`src/rtl/booth_seq_divider.sv`:
```
// Sequential signed divider: restoring shift-subtract on operand magnitudes,
// one quotient bit per cycle, with sign fix-up and a one-cycle done pulse.
module booth_seq_divider #(
    parameter int WIDTH = 16
) (
    input  logic             clk,
    input  logic             rst,
    input  logic             start,
    input  logic [WIDTH-1:0] dividend,
    input  logic [WIDTH-1:0] divisor,
    output logic             busy,
    output logic             done,
    output logic [WIDTH-1:0] quotient,
    output logic [WIDTH-1:0] remainder,
    output logic             div_by_zero
);
    localparam int CW = $clog2(WIDTH);
    localparam logic [CW-1:0] CNT_LAST = CW'(WIDTH - 1);

    typedef enum logic [2:0] {
        S_IDLE,
        S_PREP,
        S_CALC,
        S_FIX,
        S_DONE
    } state_t;

    state_t           state_q, state_d;
    logic [WIDTH-1:0] dvd_q, dvd_d;
    logic [WIDTH-1:0] dvs_q, dvs_d;
    logic [WIDTH:0]   mag_dvs_q, mag_dvs_d;
    logic [WIDTH:0]   rem_q, rem_d;
    logic [WIDTH-1:0] quo_q, quo_d;
    logic [CW-1:0]    cnt_q, cnt_d;
    logic             neg_quo_q, neg_quo_d;
    logic             neg_rem_q, neg_rem_d;
    logic [WIDTH-1:0] quotient_q, quotient_d;
    logic [WIDTH-1:0] remainder_q, remainder_d;
    logic             dbz_q, dbz_d;

    // Magnitudes are one bit wider so the most negative operand is representable.
    logic [WIDTH:0]   dvd_ext, dvs_ext, mag_dvd, mag_dvs;
    logic [WIDTH:0]   r_shift, r_sub, rem_neg;
    logic [WIDTH-1:0] q_shift;

    assign dvd_ext = {dvd_q[WIDTH-1], dvd_q};
    assign dvs_ext = {dvs_q[WIDTH-1], dvs_q};
    assign mag_dvd = dvd_q[WIDTH-1] ? ((WIDTH+1)'(0) - dvd_ext) : dvd_ext;
    assign mag_dvs = dvs_q[WIDTH-1] ? ((WIDTH+1)'(0) - dvs_ext) : dvs_ext;
    assign r_shift = {rem_q[WIDTH-1:0], quo_q[WIDTH-1]};
    assign q_shift = {quo_q[WIDTH-2:0], 1'b0};
    assign r_sub   = r_shift - mag_dvs_q;
    assign rem_neg = (WIDTH+1)'(0) - rem_q;

    always_comb begin
        state_d     = state_q;
        dvd_d       = dvd_q;
        dvs_d       = dvs_q;
        mag_dvs_d   = mag_dvs_q;
        rem_d       = rem_q;
        quo_d       = quo_q;
        cnt_d       = cnt_q;
        neg_quo_d   = neg_quo_q;
        neg_rem_d   = neg_rem_q;
        quotient_d  = quotient_q;
        remainder_d = remainder_q;
        dbz_d       = dbz_q;
        case (state_q)
            S_IDLE: begin
                if (start) begin
                    dvd_d   = dividend;
                    dvs_d   = divisor;
                    dbz_d   = 1'b0;
                    state_d = S_PREP;
                end
            end
            S_PREP: begin
                neg_quo_d = dvd_q[WIDTH-1] ^ dvs_q[WIDTH-1];
                neg_rem_d = dvd_q[WIDTH-1];
                quo_d     = mag_dvd[WIDTH-1:0];
                mag_dvs_d = mag_dvs;
                rem_d     = '0;
                cnt_d     = '0;
                if (dvs_q == '0) begin
                    quotient_d  = '1;
                    remainder_d = dvd_q;
                    dbz_d       = 1'b1;
                    state_d     = S_DONE;
                end else begin
                    state_d = S_CALC;
                end
            end
            S_CALC: begin
                if (r_shift >= mag_dvs_q) begin
                    rem_d = r_sub;
                    quo_d = q_shift | WIDTH'(1);
                end else begin
                    rem_d = r_shift;
                    quo_d = q_shift;
                end
                cnt_d = cnt_q + CW'(1);
                if (cnt_q == CNT_LAST) begin
                    state_d = S_FIX;
                end
            end
            S_FIX: begin
                quotient_d  = neg_quo_q ? (WIDTH'(0) - quo_q) : quo_q;
                remainder_d = neg_rem_q ? rem_neg[WIDTH-1:0] : rem_q[WIDTH-1:0];
                state_d     = S_DONE;
            end
            S_DONE: begin
                state_d = S_IDLE;
            end
            default: begin
                state_d = S_IDLE;
            end
        endcase
    end

    always_ff @(posedge clk or posedge rst) begin
        if (rst) begin
            state_q     <= S_IDLE;
            dvd_q       <= '0;
            dvs_q       <= '0;
            mag_dvs_q   <= '0;
            rem_q       <= '0;
            quo_q       <= '0;
            cnt_q       <= '0;
            neg_quo_q   <= 1'b0;
            neg_rem_q   <= 1'b0;
            quotient_q  <= '0;
            remainder_q <= '0;
            dbz_q       <= 1'b0;
        end else begin
            state_q     <= state_d;
            dvd_q       <= dvd_d;
            dvs_q       <= dvs_d;
            mag_dvs_q   <= mag_dvs_d;
            rem_q       <= rem_d;
            quo_q       <= quo_d;
            cnt_q       <= cnt_d;
            neg_quo_q   <= neg_quo_d;
            neg_rem_q   <= neg_rem_d;
            quotient_q  <= quotient_d;
            remainder_q <= remainder_d;
            dbz_q       <= dbz_d;
        end
    end

    assign busy        = (state_q == S_PREP) || (state_q == S_CALC) || (state_q == S_FIX);
    assign done        = (state_q == S_DONE);
    assign quotient    = quotient_q;
    assign remainder   = remainder_q;
    assign div_by_zero = dbz_q;

endmodule
```
`config.mk`:
```
export PLATFORM = sky130hd
export DESIGN_NAME = booth_seq_divider
export DESIGN_NICKNAME = d
export VERILOG_FILES = /design/src/rtl/booth_seq_divider.sv
export SDC_FILE = /design/constraint.sdc
export NUM_CORES = 1
export LEC_CHECK = 0
export CAP_MARGIN = 10
export CORE_ASPECT_RATIO = 0.5
export CORE_UTILIZATION = 58
export CTS_BUF_LIST = sky130_fd_sc_hd__clkbuf_16
export CTS_CLUSTER_DIAMETER = 100
export CTS_CLUSTER_SIZE = 10
export DETAILED_ROUTE_END_ITERATION = 6
export GPL_ROUTABILITY_DRIVEN = 1
export PLACE_DENSITY = 0.87
export SYNTH_ARGS = -nofsm -noshare
export SYNTH_HDL_FRONTEND = slang
export SYNTH_SLANG_ARGS = --single-unit
```
`constraint.sdc`:
```
create_clock -name clk -period 4.7 [get_ports clk]
set_clock_uncertainty 0.1 [all_clocks]
set_input_delay 0.94 -clock clk [delete_from_list [all_inputs] [get_ports clk]]
set_output_delay 0.94 -clock clk [all_outputs]
set_load 0.01 [all_outputs]
```
==> summary.md, run 1 <==
| Metric | Value |
|---|---|
| Status | complete, no violations |
| PostCTS Resize Cnt | 0 |
| Number of synthesized flops with an enable pin | 0 |
| Reg power frac | 30.8% |
| Finished Cell Area | 8500 sq um |
| DR pass1 iterations | 7 |
| Drt total wl | 18600 um |
| Static Leak | 3.57 nW |
| Post-synth top area share | 43.5% |
| Psw | 0.00309 W |
| Starting DRC count in detailed routing | 679 |
| Setup Fix Bufs, Post-CTS | 0 |
| Dpl cell area | 7880 sq um |
| Final hold vios | 0 |
| Seq/Total Area, Yosys | 43.5% |
| Routed len/inst | 18.7 um |
| Worst slew pin tran | 1.08 ns |
| Min Clock Period, post-route | 3.34 ns |
| Layout cell share with drive strength beyond 1 | 9.78% |
| Setup CP Type | flip-flop to flip-flop |
| Sw frac | 43.5% |
| Vias per std cell | 6.22 |
| Final Setup Violations | 0 |
| Critical Path RT | 4.83 ns |
| CTS tree | yes |
| RSZ-0062 raised after global routing | false |
| Final global-route overflow total | 0 |
| All-layer global routing usage | 30.7% |
| Die area | 12700 sq um |
| Initial core utilization | 59.8% |
| Synth-to-layout area growth | 20.1% |
| Max IR drop VDD | 310 uV |
| Boundary pin count | 70 |
| Startpoint Class | flip-flop |
| Sink Count | 123 |
| Distinct cell type count after synthesis | 56 |
| Final HPWL DP | 12500 um |
| Final period utilization | 71.0% |
| Internal Power | 0.00401 W |
| Main synth FF type | dfrtp_1 |
| CTS clk-pin slew, worst paths | 0.05 ns |
| GPL Wtd Cong | 0.946 |
| Top area cells in the synthesized netlist | dfrtp_1, xor2_1, o21ai_0 |
| Yosys warning count | 0 |
| Critical path endpoint category | flip-flop |
| Largest area contributor in the netlist | dfrtp_1 |
| Final nets | 873 |
| Final core utilization | 71.8% |
| Synth Net Count | 817 |
| Most common cell in the netlist | dfrtp_1 |
| Remaining DRCs | 0 |
| Initial antenna violation count | 0 |
| Core region area | 11800 sq um |
| First-pass GRT wire length | 29800 um |
| Row count | 28 |
| Largest net degree at the start of global routing | 73 |
| Fin. max-slew vios | 0 |
| Root buf cell | clkbuf_16 |
| Skew-Pair Late Insertion Delay | 0.41 ns |
| CP max FO | 20 |
| Die H | 80.1 um |
| Part of the power in the clock network | 19.2% |
| IO buf count | 69 |
| Cells after synthesis | 759 |
| Syn Area/Cell | 9.32 sq um |
| Async SR Flop Fraction | 100% |
| Maxcap violations | 0 |
| Power per Cell Area | 836 nW/um^2 |
| Combinational power share | 50.0% |
| Die width | 158 um |
| Via Count | 6180 |
| Mapped cell area | 7080 sq um |
| Num CTS Buffers | 17 |
| Bufs on Longest Clock Path | 2 |
| Hold Path Class | flip-flop to flip-flop |
| Max Clk Rate | 300 MHz |
| Arr. time, crit path | 3.47 ns |
| ANT nets after route | 0 |
| Yosys reg bits | 123 |
| Max-Slew Margin vs Limit | 27.8% |
| H-tree depth | 4 |
| TNS Setup | 0 ns |
| Commonest cells in the netlist | dfrtp_1, nand2_1, o21ai_0 |
| Vias in the first global route | 5951 |
| Hold_buf cts | 0 |
| ANT cells | 0 |
path summary, 6_finish.rpt:
check,startpoint,to,slack [ns],depth (start not counted)
setup / recovery,rem_q[9]$_DFFE_PP0P_,rem_q[13]$_DFFE_PP0P_,1.36,8
hold / removal,mag_dvs_q[7]$_DFFE_PP0P_,mag_dvs_q[7]$_DFFE_PP0P_,0.38,2
setup reg to reg,rem_q[9]$_DFFE_PP0P_,rem_q[13]$_DFFE_PP0P_,1.36,8
hold reg to reg,mag_dvs_q[7]$_DFFE_PP0P_,mag_dvs_q[7]$_DFFE_PP0P_,0.38,2
max in group asynchronous,rst,quo_q[6]$_DFFE_PP0P_,2.73,3
min in group asynchronous,rst,dvd_q[0]$_DFFE_PP0P_,0.99,2
logic make-up (layout without fill, tap and decap cells):
| group | Yosys count | count (layout) | share of synthesized area (%) |
|---|---|---|---|
| simple gates | 217 | 217 | 14.6 |
| flops | 123 | 123 | 43.5 |
| fa+ha+maj | 23 | 23 | 4.17 |
| compound gates | 222 | 222 | 20.0 |
| buf+inv | 75 | 144 | 4.47 |
| xor+xnor | 66 | 66 | 8.17 |
| mux | 33 | 33 | 5.16 |
through the flow:
stage	worst slack [ns]	total power [W]	std cells	hold WS, ns
3_3_place_gp	1.66	0.00547	960	0.367
3_5_place_dp	1.56	0.00559	960	0.373
6_report	1.36	0.00710	993	0.382
5_1_grt	1.18	0.00756	993	0.414
4_1_cts	1.47	0.00703	992	0.386
2_1_floorplan	0.389	0.00451	759	0.350
sequential cells by signal, indices dropped and copies added, names as in the netlist:
signal	count
neg_quo_q	1
mag_dvs_q	17
neg_rem_q	1
dvs_q	16
div_by_zero	1
rem_q	16
remainder	16
quotient	16
dvd_q	16
cnt_q	4
quo_q	16
state_q	3
critical path, stage by stage, from the launching register on:
cell	delay, ns
dfrtp_1	0.47
ha_1	0.45
a21oi_1	0.27
nor2_1	0.06
a2111oi_0	0.37
a21oi_1	0.12
buf_4	0.22
o21ai_0	0.84
o21ai_0	0.27
routing by layer:
layer	up-vias	track usage [%]	routed length (um)
li1	2838	-	-
met1	3015	39.1	7720
met2	273	52.1	9210
met3	54	5.29	1190
met4	0	13.0	505
met5	-	0	0
layout by cell type (no fill, tap or decap), types with 8 or more instances in the layout:
| cell type | Yosys | layout |
|---|---|---|
| dfrtp_1 | 123 | 123 |
| xnor2_1 | 25 | 25 |
| nand2b_1 | 13 | 13 |
| clkbuf_16 | 0 | 17 |
| nor2_1 | 45 | 44 |
| clkdlybuf4s50_1 | 0 | 69 |
| a21oi_1 | 41 | 41 |
| mux2_2 | 28 | 28 |
| nor3_1 | 14 | 12 |
| o31ai_1 | 19 | 19 |
| nand3_1 | 11 | 11 |
| o21ai_0 | 70 | 70 |
| xor2_1 | 41 | 41 |
| a22oi_1 | 14 | 14 |
| buf_4 | 0 | 8 |
| or3_1 | 10 | 10 |
| nand2_1 | 90 | 90 |
| ha_1 | 22 | 22 |
| o22ai_1 | 12 | 12 |
| o211ai_1 | 20 | 20 |
| inv_1 | 32 | 35 |
power groups by stage:
stage	registers [W]	logic, W	clock network, W
4_1_cts	0.00216	0.00351	0.00136
6_report	0.00219	0.00355	0.00137
5_1_grt	0.00225	0.00390	0.00141
3_5_place_dp	0.00216	0.00343	0
3_3_place_gp	0.00213	0.00335	0
2_1_floorplan	0.00199	0.00252	0
final cells by class:
class	instances	area [sq um]
Multi-Input combinational cell	561	3700
Fill cell	832	3340
Sequential cell	123	3080
Tap cell	165	206
Inverter	33	126
Clock buffer	17	425
Clock inverter	15	184
Timing Repair Buffer	79	782
(Power assumes the default switching activity.)
==> run 2, diff against run 1 <==
==> constraint.sdc (replaced) <==
create_clock -name clk -period 3.25 [get_ports clk]
set_clock_uncertainty 0.1 [all_clocks]
set_input_delay 0.65 -clock clk [delete_from_list [all_inputs] [get_ports clk]]
set_output_delay 0.65 -clock clk [all_outputs]
set_load 0.01 [all_outputs]
==> summary.md, run 2 (synthesis gave the netlist of run 1 again) <==
| Metric | Value |
|---|---|
| Remaining DRCs | 0 (unchanged) |
| Maxcap violations | 0 (unchanged) |
| IO buf count | 69 (unchanged) |
| Max IR drop VDD | 540 uV (was 310 uV) |
| Min Clock Period, post-route | 2.90 ns (was 3.34 ns) |
| Sink Count | 123 (unchanged) |
| CTS clk-pin slew, worst paths | 0.06 ns (was 0.05 ns) |
| Hold Path Class | flip-flop to flip-flop (unchanged) |
| Arr. time, crit path | 3.08 ns (was 3.47 ns) |
| Max reg flops | 17 (unchanged) |
| Reg2reg start | rem_q[5]$_DFFE_PP0P_ (was rem_q[9]$_DFFE_PP0P_) |
| Fin. max-slew vios | 0 (unchanged) |
| Busiest metal layer after global routing | met2 (unchanged) |
| M2 GR Usage | 50.3% (was 52.1%) |
| Die width | 158 um (unchanged) |
| Layout cell share with drive strength beyond 1 | 10.6% (was 9.78%) |
| Setup CP Type | flip-flop to flip-flop (unchanged) |
| Power per Cell Area | 1190 nW/um^2 (was 836 nW/um^2) |
| Drt total wl | 18200 um (was 18600 um) |
| Final global-route overflow total | 0 (unchanged) |
| Final HPWL DP | 12800 um (was 12500 um) |
| Starting DRC count in detailed routing | 640 (was 679) |
| Vias in the first global route | 5945 (was 5951) |
| Final Setup Violations | 0 (unchanged) |
| Via Count | 6254 (was 6180) |
| Die H | 80.1 um (unchanged) |
| Skew-Pair Late Insertion Delay | 0.42 ns (was 0.41 ns) |
| Bufs on Longest Clock Path | 2 (unchanged) |
| Most common cell after layout, fill and taps aside | dfrtp_1 (unchanged) |
| Final hold vios | 0 (unchanged) |
| Grt met1 use | 41.1% (was 39.1%) |
| Critical register-to-register path endpoint | rem_q[10]$_DFFE_PP0P_ (was rem_q[13]$_DFFE_PP0P_) |
| Critical path endpoint category | flip-flop (unchanged) |
| PostCTS Resize Cnt | 0 (unchanged) |
| Worst Hold End | mag_dvs_q[7]$_DFFE_PP0P_ (unchanged) |
| Largest register by flop count | mag_dvs_q (unchanged) |
| DR pass1 iterations | 5 (was 7) |
| ANT cells | 0 (unchanged) |
| Setup Fix Bufs, Post-CTS | 0 (unchanged) |
| Static Leak | 3.56 nW (was 3.57 nW) |
| Worst slew pin tran | 0.757 ns (was 1.08 ns) |
| RSZ-0062 raised after global routing | false (unchanged) |
| R2R cell count | 8 (unchanged) |
| Max-Slew Margin vs Limit | 49.5% (was 27.8%) |
| Post-route non-filler standard cell count | 999 (was 993) |
| Row count | 28 (unchanged) |
| Routed len/inst | 18.3 um (was 18.7 um) |
| Startpoint Class | flip-flop (unchanged) |
| Hold_buf cts | 0 (unchanged) |
| Vias per std cell | 6.26 (was 6.22) |
| H-tree depth | 4 (unchanged) |
| Die area | 12700 sq um (unchanged) |
| Initial core utilization | 59.8% (unchanged) |
| Boundary pin count | 70 (unchanged) |
| Num CTS Buffers | 17 (unchanged) |
| Placed insts | 967 (was 960) |
| Hold Path Depth | 2 (unchanged) |
| Root buf cell | clkbuf_16 (unchanged) |
| Register-to-register setup slack | 0.35 ns (was 1.36 ns) |
| ANT nets after route | 0 (unchanged) |
| Critical Path RT | 3.43 ns (was 4.83 ns) |
| Largest net degree at the start of global routing | 55 (was 73) |
| First-pass GRT wire length | 29900 um (was 29800 um) |
| CP max FO | 9 (was 20) |
| HP Start | mag_dvs_q[7]$_DFFE_PP0P_ (unchanged) |
| CTS tree | yes (unchanged) |
| Most frequent cells in the layout | dfrtp_1, nand2_1, o21ai_0 (unchanged) |
| Critical path launch point | rem_q[5]$_DFFE_PP0P_ (was rem_q[9]$_DFFE_PP0P_) |
| Status | complete, no violations (unchanged) |
| Met3 Use GR | 6.31% (was 5.29%) |
| TNS Setup | 0 ns (unchanged) |
| Core region area | 11800 sq um (unchanged) |
| Initial antenna violation count | 0 (unchanged) |
| Synth-to-layout area growth | 20.4% (was 20.1%) |
| All-layer global routing usage | 30.8% (was 30.7%) |
| Max Clk Rate | 345 MHz (was 300 MHz) |
| Final nets | 879 (was 873) |
| GPL Wtd Cong | 0.985 (was 0.946) |
| Final period utilization | 89.2% (was 71.0%) |
## run 2: cell types whose count changed in the layout (fill, tap and decap cells not counted)
cell        delta
clkinv_4       -2
inv_4          -1
bufinv_16      -2
clkinv_1       +2
buf_6          -1
buf_4          +6
clkinvlp_4     +3
buf_12         +1
inv_1          -3
clkinv_2       -1
inv_6          +4
## run 2: metal layers
| layer | share of wire [%] | up-vias |
|---|---|---|
| met4 | 2.5 | 0 |
| met5 | 0 | - |
| met3 | 7.5 | 46 |
| li1 | - | 2860 |
| met2 | 48 | 259 |
| met1 | 42 | 3089 |
## run 2: per-stage QoR
| stage | util, % | cell area, sq um | total power, W | hold WS [ns] | setup slack [ns] |
|---|---|---|---|---|---|
| final | 72.0 | 8520 | 0.0101 | 0.382 | 0.352 |
| after global routing | 72.0 | 8520 | 0.0108 | 0.423 | 0.199 |
| after CTS | 72.0 | 8520 | 0.0101 | 0.390 | 0.374 |
| after detailed placement | 67.1 | 7950 | 0.00815 | 0.376 | 0.392 |
| after global placement | 67.1 | 7950 | 0.00796 | 0.369 | 0.473 |
| after floorplan | - | 7080 | 0.00652 | 0.350 | 0.647 |
## run 2: worst max-delay path, cell delays in order (launching register included)
cell and delay [ns]:
dfrtp_1 0.47, ha_1 0.47, a21oi_1 0.09, o21ai_0 0.46, nand3_1 0.21, a211oi_2 0.35
buf_4 0.22, or2_2 0.25, o211ai_1 0.13
## run 2: final cells by class
class	count	area [sq um]
fillers	831	3320
inverters	33	128
flip-flops and latches	123	3080
clock inverters	15	148
well taps	165	206
clock buffers	17	425
repair buffers	85	836
multi-input cells	561	3700
## run 2: worst max-delay path by stage
| stage | end | slack [ns] |
|---|---|---|
| CTS | quotient[1]$_DFFE_PP0P_ | 0.37 |
| global placement | rem_q[1]$_DFFE_PP0P_ | 0.47 |
| global route | quotient[1]$_DFFE_PP0P_ | 0.20 |
| detailed placement | quotient[1]$_DFFE_PP0P_ | 0.39 |
| finish | rem_q[10]$_DFFE_PP0P_ | 0.35 |
| floorplan | rem_q[1]$_DFFE_PP0P_ | 0.65 |
## run 2: power breakdown
| part | total (W) | leakage [nW] | switching (W) | internal [W] |
|---|---|---|---|---|
| clock | 0.00186 | 0.279 | 0.000727 | 0.00113 |
| sequential | 0.00314 | 1.51 | 0.000895 | 0.00225 |
| combinational | 0.00514 | 1.78 | 0.00283 | 0.00232 |
| total | 0.0101 | 3.56 | 0.00445 | 0.00569 |
